==> config.mk <==
export PLATFORM = sky130hd
export DESIGN_NAME = m_lsu
export DESIGN_NICKNAME = d
export VERILOG_FILES = /design/src/rtl/m_lsu.sv
export SDC_FILE = /design/constraint.sdc
export NUM_CORES = 1
export LEC_CHECK = 0
export ABC_AREA = 1
export BUFFER_PORTS_ARGS = -buffer_cell sky130_fd_sc_hd__buf_2
export CAP_MARGIN = 5
export CORE_MARGIN = 3
export CORE_UTILIZATION = 45
export CTS_BUF_LIST = sky130_fd_sc_hd__clkbuf_4 sky130_fd_sc_hd__clkbuf_8
export DETAILED_ROUTE_END_ITERATION = 8
export PLACE_DENSITY = 0.76
export RECOVER_POWER = 25
export SYNTH_ARGS = -nofsm -noshare
export SYNTH_HDL_FRONTEND = slang
export SYNTH_SLANG_ARGS = --single-unit
==> constraint.sdc <==
create_clock -name i_clk -period 1.6 [get_ports i_clk]
set_clock_uncertainty 0.05 [all_clocks]
set_input_delay 0.08 -clock i_clk [delete_from_list [all_inputs] [get_ports i_clk]]
set_output_delay 0.08 -clock i_clk [all_outputs]
set_load 0.005 [all_outputs]
==> src/rtl/m_lsu.sv <==
// Memory-stage load/store unit: checks alignment and legality, runs one req/ack bus
// transaction at a time, and returns the extended load data or an exception code.
module m_lsu #(
    parameter int DATA_W  = 32,
    parameter int ADDR_W  = 32,
    parameter int TIMEOUT = 255
) (
    input  logic                i_clk,
    input  logic                i_reset,
    input  logic                i_valid,
    input  logic [3:0]          i_op,
    input  logic [ADDR_W-1:0]   i_addr,
    input  logic [DATA_W-1:0]   i_wdata,
    input  logic                i_flush,
    output logic                o_stall,
    output logic                o_done,
    output logic [DATA_W-1:0]   o_rdata,
    output logic                o_exc,
    output logic [2:0]          o_exc_code,
    output logic                o_mem_req,
    output logic                o_mem_we,
    output logic [ADDR_W-1:0]   o_mem_addr,
    output logic [DATA_W/8-1:0] o_mem_be,
    output logic [DATA_W-1:0]   o_mem_wdata,
    input  logic                i_mem_ack,
    input  logic [DATA_W-1:0]   i_mem_rdata
);
    localparam int BEW  = DATA_W / 8;
    localparam int OFFW = $clog2(BEW);
    localparam int CW   = $clog2(TIMEOUT + 1);

    localparam logic [3:0] OP_NONE = 4'd0,  OP_LW = 4'd1,  OP_LH = 4'd2,  OP_LHU = 4'd3;
    localparam logic [3:0] OP_LB   = 4'd4,  OP_LBU = 4'd5, OP_SW = 4'd6,  OP_SH  = 4'd7;
    localparam logic [3:0] OP_SB   = 4'd8,  OP_LD = 4'd9,  OP_LWU = 4'd10, OP_SD = 4'd11;

    typedef enum logic [1:0] {S_IDLE, S_REQ, S_DONE} state_t;

    state_t              r_state, w_next;
    logic                r_done, r_exc, r_kill, r_mem_req, r_mem_we;
    logic [2:0]          r_exc_code;
    logic [DATA_W-1:0]   r_rdata, r_mem_wdata;
    logic [ADDR_W-1:0]   r_mem_addr;
    logic [BEW-1:0]      r_mem_be;
    logic [3:0]          r_op;
    logic [OFFW-1:0]     r_off;
    logic [CW-1:0]       r_cnt;

    logic [3:0]          w_size;
    logic                w_store, w_illegal, w_misal, w_accept, w_tmo, w_stall;
    logic [2:0]          w_code;

    function automatic logic [3:0] f_size(input logic [3:0] op);
        case (op)
            OP_LB, OP_LBU, OP_SB:  f_size = 4'd1;
            OP_LH, OP_LHU, OP_SH:  f_size = 4'd2;
            OP_LW, OP_LWU, OP_SW:  f_size = 4'd4;
            OP_LD, OP_SD:          f_size = 4'd8;
            default:               f_size = 4'd0;
        endcase
    endfunction

    function automatic logic [BEW-1:0] f_be(input logic [3:0] size, input logic [OFFW-1:0] off);
        logic [BEW-1:0] m;
        case (size)
            4'd1:    m = BEW'(1);
            4'd2:    m = BEW'(3);
            4'd4:    m = BEW'(15);
            default: m = '1;
        endcase
        return m << off;
    endfunction

    function automatic logic [DATA_W-1:0] f_rep(input logic [3:0] size, input logic [DATA_W-1:0] wd);
        case (size)
            4'd1:    f_rep = {BEW{wd[7:0]}};
            4'd2:    f_rep = {(DATA_W/16){wd[15:0]}};
            4'd4:    f_rep = {(DATA_W/32){wd[31:0]}};
            default: f_rep = wd;
        endcase
    endfunction

    // Select the addressed lane, then sign- or zero-extend it to the register width.
    function automatic logic [DATA_W-1:0] f_extend(input logic [3:0] op, input logic [OFFW-1:0] off,
                                                   input logic [DATA_W-1:0] d);
        logic [DATA_W-1:0] sh;
        sh = d >> {off, 3'b000};
        case (op)
            OP_LB:   f_extend = DATA_W'($signed(sh[7:0]));
            OP_LBU:  f_extend = DATA_W'(sh[7:0]);
            OP_LH:   f_extend = DATA_W'($signed(sh[15:0]));
            OP_LHU:  f_extend = DATA_W'(sh[15:0]);
            OP_LW:   f_extend = DATA_W'($signed(sh[31:0]));
            OP_LWU:  f_extend = DATA_W'(sh[31:0]);
            OP_LD:   f_extend = sh;
            default: f_extend = '0;
        endcase
    endfunction

    assign w_size    = f_size(i_op);
    assign w_store   = (i_op == OP_SW) | (i_op == OP_SH) | (i_op == OP_SB) | (i_op == OP_SD);
    assign w_illegal = (i_op >= 4'd12) | ((DATA_W == 32) && (i_op >= OP_LD));
    assign w_misal   = |(i_addr[2:0] & (w_size[2:0] - 3'd1));
    assign w_code    = w_illegal ? 3'd3 : (w_misal ? (w_store ? 3'd2 : 3'd1) : 3'd0);
    assign w_accept  = (r_state == S_IDLE) & i_valid & (i_op != OP_NONE) & ~i_flush;
    assign w_tmo     = (r_cnt == CW'(TIMEOUT - 1));

    always_ff @(posedge i_clk) begin
        if (i_reset) r_state <= S_IDLE;
        else         r_state <= w_next;
    end

    always_comb begin
        w_next  = r_state;
        w_stall = 1'b0;
        case (r_state)
            S_IDLE: begin
                w_stall = i_valid & (i_op != OP_NONE);
                if (w_accept) w_next = (w_code != 3'd0) ? S_DONE : S_REQ;
            end
            S_REQ: begin
                w_stall = 1'b1;
                if (i_mem_ack | w_tmo) w_next = S_DONE;
            end
            S_DONE:  w_next = S_IDLE;
            default: w_next = S_IDLE;
        endcase
    end

    always_ff @(posedge i_clk) begin
        if (i_reset) begin
            r_done      <= 1'b0;
            r_exc       <= 1'b0;
            r_exc_code  <= 3'd0;
            r_rdata     <= '0;
            r_kill      <= 1'b0;
            r_cnt       <= '0;
            r_mem_req   <= 1'b0;
            r_mem_we    <= 1'b0;
            r_mem_addr  <= '0;
            r_mem_be    <= '0;
            r_mem_wdata <= '0;
            r_op        <= OP_NONE;
            r_off       <= '0;
        end else begin
            r_done     <= 1'b0;
            r_exc      <= 1'b0;
            r_exc_code <= 3'd0;
            case (r_state)
                S_IDLE: begin
                    r_kill <= 1'b0;
                    r_cnt  <= '0;
                    if (w_accept && w_code != 3'd0) begin
                        r_done     <= 1'b1;
                        r_exc      <= 1'b1;
                        r_exc_code <= w_code;
                        r_rdata    <= '0;
                    end else if (w_accept) begin
                        r_mem_req   <= 1'b1;
                        r_mem_we    <= w_store;
                        r_mem_addr  <= {i_addr[ADDR_W-1:OFFW], {OFFW{1'b0}}};
                        r_mem_be    <= f_be(w_size, i_addr[OFFW-1:0]);
                        r_mem_wdata <= f_rep(w_size, i_wdata);
                        r_op        <= i_op;
                        r_off       <= i_addr[OFFW-1:0];
                    end
                end
                S_REQ: begin
                    // A flush never aborts the bus cycle; it only suppresses the result pulse.
                    if (i_flush) r_kill <= 1'b1;
                    if (i_mem_ack) begin
                        r_mem_req <= 1'b0;
                        r_rdata   <= f_extend(r_op, r_off, i_mem_rdata);
                        r_done    <= ~(r_kill | i_flush);
                    end else if (w_tmo) begin
                        r_mem_req  <= 1'b0;
                        r_rdata    <= '0;
                        r_done     <= ~(r_kill | i_flush);
                        r_exc      <= ~(r_kill | i_flush);
                        r_exc_code <= (r_kill | i_flush) ? 3'd0 : 3'd4;
                    end else begin
                        r_cnt <= r_cnt + 1'b1;
                    end
                end
                default: r_kill <= 1'b0;
            endcase
        end
    end

    assign o_stall     = w_stall;
    assign o_done      = r_done;
    assign o_rdata     = r_rdata;
    assign o_exc       = r_exc;
    assign o_exc_code  = r_exc_code;
    assign o_mem_req   = r_mem_req;
    assign o_mem_we    = r_mem_we;
    assign o_mem_addr  = r_mem_addr;
    assign o_mem_be    = r_mem_be;
    assign o_mem_wdata = r_mem_wdata;
endmodule

Yosys cells after proc, flatten, opt, wreduce, memory -nomap -nowiden
Memories as Yosys holds them, arrays and structs flattened.
Cells that the tools add are included.
{"block": "totals", "ff_bits": 122, "mem_bits_ro": 64, "inputBits": 105, "output_inout_bits": 108, "wordCells": 109, "n_memories": 1}
{"name": "(no name shown)", "words": 16, "word_bits": 4, "rd": 1, "rd_ports_with_merged_regs": 0, "wr": 0, "line_no": "53", "source": "case (op)"}
{"block": "op_classes", "add_sub_neg": 2, "order_cmp": 2, "n_eq_ne": 22, "shift": 2, "muxes": 38, "bitwise_logic": 15, "reduce_logical": 13}
{"operator": "one-hot mux 32 bit (5 select lines)", "count": 1}
{"operator": "one-hot mux 32 bit (2 select lines)", "count": 2}
{"operator": "two-way mux 32 bit", "count": 3}
{"operator": "right shift 32 x 5 -> 32 bit", "count": 1}
{"operator": "equality test 4 x 3 -> 1 bit (second input constant)", "count": 4}
{"operator": "equality test 4 bit (second input constant)", "count": 4}
{"operator": "two-way mux 4 bit", "count": 4}
{"operator": "two-way mux 8 bit", "count": 2}
{"operator": "one-hot mux 8 bit (2 select lines)", "count": 1}
{"operator": "two-way mux 2 bit", "count": 7}
{"operator": "equality test 4 x 2 -> 1 bit (second input constant)", "count": 3}
{"operator": "inequality test 2 bit (second input constant)", "count": 5}
{"operator": "two-way mux 3 bit", "count": 3}
{"operator": "AND reduction 3 bit", "count": 3}
{"operator": "adder 8 x 1 -> 8 bit (second input constant)", "count": 1}
{"operator": "equality test 4 x 1 -> 1 bit (second input constant)", "count": 2}
{"operator": "equality test 8 bit (second input constant)", "count": 1}
{"operator": "greater-or-equal comparator 4 bit (second input constant)", "count": 2}
{"operator": "two-way mux 1 bit", "count": 8}
{"operator": "one-hot mux 1 bit (2 select lines)", "count": 4}
{"operator": "one-hot mux 4 bit (2 select lines)", "count": 1}
{"operator": "OR 1 bit", "count": 6}
{"operator": "one-hot mux 3 bit (2 select lines)", "count": 1}
{"operator": "OR reduction 3 bit", "count": 2}
{"operator": "17 further kinds", "count": 23}

Longest topological paths before layout
{"block": "logic_depth", "word_depth": 13, "ltp_mapped": 12, "depth_no_buf": 11}

Worst setup path after synthesis
No wires, ideal clock.
{"block": "synth_path", "path_kind": "register to register", "startpoint": "register r_off[0]", "endpoint": "register r_rdata[29] (netlist: o_rdata[29])", "setup_ps": 114, "arrival_ps": 1459, "t_required_ps": 1436, "setup_slack_ps": -23, "stages_incl_launch_ff": 11, "n_path_buf": 3, "period_less_slack_ps": 1623, "cell_sequence": "dfxtp_1 -> buf_2 -> inv_1 -> buf_2 -> nand2_1 -> nand3_1 -> nand3_1 -> clkbuf_1 -> nand3_1 -> nand4_1 -> nand2_1"}
{"block": "synth_between", "elab_chain_cells": 4}
{"element": "start: declaration", "line_no": "45", "source": "logic [OFFW-1:0] r_off;"}
{"element": "start signal: assignment", "line_no": "164", "source": "r_off <= i_addr[OFFW-1:0];"}
{"element": "right shift 32 x 5 -> 32 bit", "line_no": "86", "source": "sh = d >> {off, 3'b000};"}
{"element": "one-hot mux 32 bit (5 select lines)", "line_no": "87", "source": "case (op)"}
{"element": "two-way mux 32 bit", "line_no": "170", "source": "if (i_mem_ack) begin"}
{"element": "one-hot mux 32 bit (2 select lines)", "line_no": "148", "source": "case (r_state)"}
{"element": "end signal: assignment", "line_no": "172", "source": "r_rdata <= f_extend(r_op, r_off, i_mem_rdata);"}
{"element": "end: declaration", "line_no": "41", "source": "logic [DATA_W-1:0] r_rdata, r_mem_wdata;"}
Every way passes these cells.
A chain may end at the register's enable or synchronous reset.

Final worst setup path
{"block": "layout_path", "startpoint": "register r_state[1]", "endpoint": "register r_mem_wdata[12] (netlist: o_mem_wdata[12])"}
{"block": "layout_between", "elab_chain_cells": 7}
{"element": "start: declaration", "line_no": "38", "source": "state_t r_state, w_next;"}
{"element": "start signal: assignment", "line_no": "109", "source": "else r_state <= w_next;"}
{"element": "zero test 2 bit *", "line_no": "104, 148"}
{"element": "bitwise AND 1 bit (3 in series)", "line_no": "104", "source": "assign w_accept = (r_state == S_IDLE) & i_valid & (i_op != OP_NONE) & ~i_flush;"}
{"element": "logical AND 1 bit", "line_no": "152", "source": "if (w_accept && w_code != 3'd0) begin"}
{"element": "NOT 1 bit (no source line)"}
{"element": "AND reduction 3 bit (no source line) *"}
{"element": "end signal: assignment", "line_no": "162", "source": "r_mem_wdata <= f_rep(w_size, i_wdata);"}
{"element": "end: declaration", "line_no": "41"}
Mark *: on every way between the ends. The rest lies on a longest branch, timed or not.

==> out/results.txt <==
worst ir drop on vdd: 0.647 mV
num rows: 42
min Tclk post-route: 1.62 ns
final worst setup slack: -0.0233 ns
wl on met1: 8910 um
Area Growth Syn to Fin: 49.5%
Power Dens Cells: 809 nW/um2
synth warn: 0
violated checks: DRC, setup timing
combinational power share: 18.7%
Setup CP Type: reg2reg
WL final: 23000 um
CP Max Fanout: 18
Internal Pwr Total: 5.25 mW
layout cell share with drive strength beyond 1: 25.6%
Starting Density: 46.2%
Synth Register Bits: 122
DR top layer: met4
drt drc: 2
# IOs: 213
Slew @ Worst Pin: 0.724 ns
Sw Pwr: 2.21 mW
Crit path max-delay family: simple AND/OR/NAND/NOR gates
Pins Over Slew Limit: 0
area of the mapped netlist: 6170 um2
NumNets Final: 1366
crit start category: flip-flop
Die Y: 123 um
worst path arrival time: 1.97 ns
number of flops mapped to enable cells by yosys: 0
DR WL met2: 10900 um
HP Class: in2reg
Max clock buf depth: 2
slowest library cell on the worst path: dfxtp_4
Main synth FF type: dfxtp_1
IO buf count: 210
DR vias/cell: 5.36
CP Data Required Time: 1.95 ns
global-route wire length before repair: 34000 um
Worst-path clk slew: 0.08 ns
Num CTS Buffers: 17
DR pass1 iterations: 8
Final Core Density: 69.1%
sequential cell area fraction in the yosys report: 39.6%
Static Leak: 4.43 nW
die width: 123 um
Routed met3 length: 2090 um
root buf cell: clkbuf_8
final setup TNS: -0.0278 ns
Final setup viols: 2
die area: 15100 um2
period utilization: 101%
max incr delay on CP: 0.36 ns
Mapped Cells: 948
antenna violations before repair: 0
Switching Fraction: 29.6%
post-detail-place hpwl: 13900 um
Ant. Diodes: 0
largest net degree at the start of global routing: 48
core footprint: 13300 um2
Routed Antenna Nets: 0
status: finished with violations
vias in the first global route: 6936
Setup crit end kind: flip-flop
worst skew pair latency: 0.46 ns
clock net sink count: 122
Slew HR: 51.2%
max_cap viols: 0
Yosys cell types: 32
Vias: 7756
total gr overflow: 0
Clk pwr share: 38.8%
Reg power frac: 42.5%
CP Cell Sequence: inv_4, nand2_4, nor3_4, buf_6, nand3_4, buf_12, clkbuf_16, nand2_1, nand2_1, nor2_1
asr flop ratio synth: 0%
drt wl/cell: 15.9 um
CTS tree: done
gr usage total: 28.3%
initial drt markers: 765
worst path buffer plus inverter count: 4
f_max: 0.616 GHz
synthesized area per cell: 6.51 um2
H-tree levels: 4
routability cong.: 0.959
cell with the most instances on the worst path: nand2_1
final hold violations: 0
==> timing repair <==
action,CTS,global route
pin swaps,2,9
hold endpoints to repair,76,0
hold buffers,72,0
gates cloned,0,7
endpoints found under the setup margin,33,108
resized for setup,3,47
buffers inserted,0,6
==> worst reg2reg max path, stage by stage (launching register included) <==
cell	delay, ns
dfxtp_4	0.36
inv_4	0.06
nand2_4	0.06
nor3_4	0.17
buf_6	0.15
nand3_4	0.10
buf_12	0.17
clkbuf_16	0.18
nand2_1	0.09
nand2_1	0.07
nor2_1	0.12
==> metal layers <==
layer | global-route usage (%) | vias up
li1 | - | 3722
met1 | 35.2 | 3478
met2 | 45.7 | 444
met3 | 7.50 | 112
met4 | 13.4 | 0
met5 | 0 | -
==> worst paths after layout <==
| path | from | end | slack, ns | cells after the start |
|---|---|---|---|---|
| worst max register to register | r_state[1] | o_mem_wdata[12] | -0.02 | 10 |
| worst max-delay path | r_state[1] | o_mem_wdata[12] | -0.02 | 10 |
| worst min-delay path | i_op[0] | o_exc_code[0] | 0.03 | 4 |
| worst min register to register | o_mem_wdata[21] | o_mem_wdata[21] | 0.41 | 2 |
==> stage by stage <==
| step | cells | hold WS [ns] | setup WS, ns | instance area (um2) | total power, mW |
|---|---|---|---|---|---|
| after floorplan | 949 | 0.190 | 0.0175 | 6170 | 3.86 |
| after global placement | 1331 | 0.296 | -0.00922 | 7750 | 4.35 |
| after detailed placement | 1331 | 0.302 | -0.0674 | 7750 | 4.36 |
| after CTS | 1435 | 0.0120 | -0.0301 | 8890 | 7.33 |
| after global routing | 1448 | 0.0454 | -0.0839 | 9220 | 7.74 |
| final | 1448 | 0.0312 | -0.0233 | 9220 | 7.46 |
==> synthesized netlist by cell type (3+ instances only) <==
master	count	area (um2)
nand2_1	255	957
nand3_1	143	716
dfxtp_1	122	2440
a21oi_1	102	510
inv_1	75	282
nor2_1	75	282
o21ai_0	33	165
clkbuf_1	30	113
buf_2	25	125
nor3_1	24	120
nand4_1	22	138
buf_4	5	37.5
nand2_2	5	31.3
buf_6	4	45.0
nor2_2	4	25.0
o21ai_1	3	15.0
==> kinds of logic after synthesis <==
group / share of synthesized area (%)
AND/OR/NAND/NOR: 37.5
AO/OA/AOI/OAI: 12.2
buffers and inverters: 10.1
flip-flops: 39.6
adder cells (fa/ha/maj): 0.406
XOR/XNOR: 0.142
other: 0.0608
==> power by group through the flow <==
stage / Combinational, mW / Clock (mW) / Sequential, mW
floorplan: 0.631 / 0 / 3.23
global placement: 1.12 / 0 / 3.23
detailed placement: 1.13 / 0 / 3.23
CTS: 1.27 / 2.90 / 3.16
global route: 1.52 / 3.04 / 3.17
finish: 1.40 / 2.89 / 3.17
==> flip-flops by register name, summed over array words and instances (netlist names) <==
name,flops
r_state,2
r_off,2
o_done,1
o_rdata,32
r_cnt,8
o_exc,1
r_op,4
o_mem_be,4
o_mem_wdata,32
o_mem_addr,30
r_kill,1
o_mem_we,1
o_exc_code,3
o_mem_req,1
==> area by class of cell <==
type | count | area [um2]
clock buffers | 20 | 275
fillers | 1084 | 4130
inverters | 79 | 304
flip-flops and latches | 122 | 2450
clock inverters | 12 | 139
repair buffers | 355 | 2570
well taps | 176 | 220
multi-input cells | 684 | 3260
==> placed cells by master, fill, tap and decap left out, drive strengths merged <==
| cell | netlist | layout |
|---|---|---|
| a2bb2oi | 1 | 1 |
| clkinvlp | 0 | 4 |
| nand4 | 22 | 22 |
| conb | 1 | 2 |
| a21oi | 102 | 102 |
| nor2 | 80 | 80 |
| a22oi | 1 | 1 |
| o21a | 1 | 1 |
| o211ai | 1 | 1 |
| dfxtp | 122 | 122 |
| clkinv | 2 | 5 |
| ha | 2 | 2 |
| nand3 | 145 | 146 |
| a21boi | 1 | 1 |
| a211oi | 1 | 1 |
| bufinv | 0 | 2 |
| dlygate4sd3 | 0 | 72 |
| buf | 35 | 240 |
| clkbuf | 30 | 63 |
| xor2 | 1 | 1 |
| nand2 | 260 | 260 |
| inv | 77 | 80 |
| o21ai | 36 | 36 |
| a21o | 2 | 2 |
| nor3 | 25 | 25 |
(Power assumes the default switching activity.)
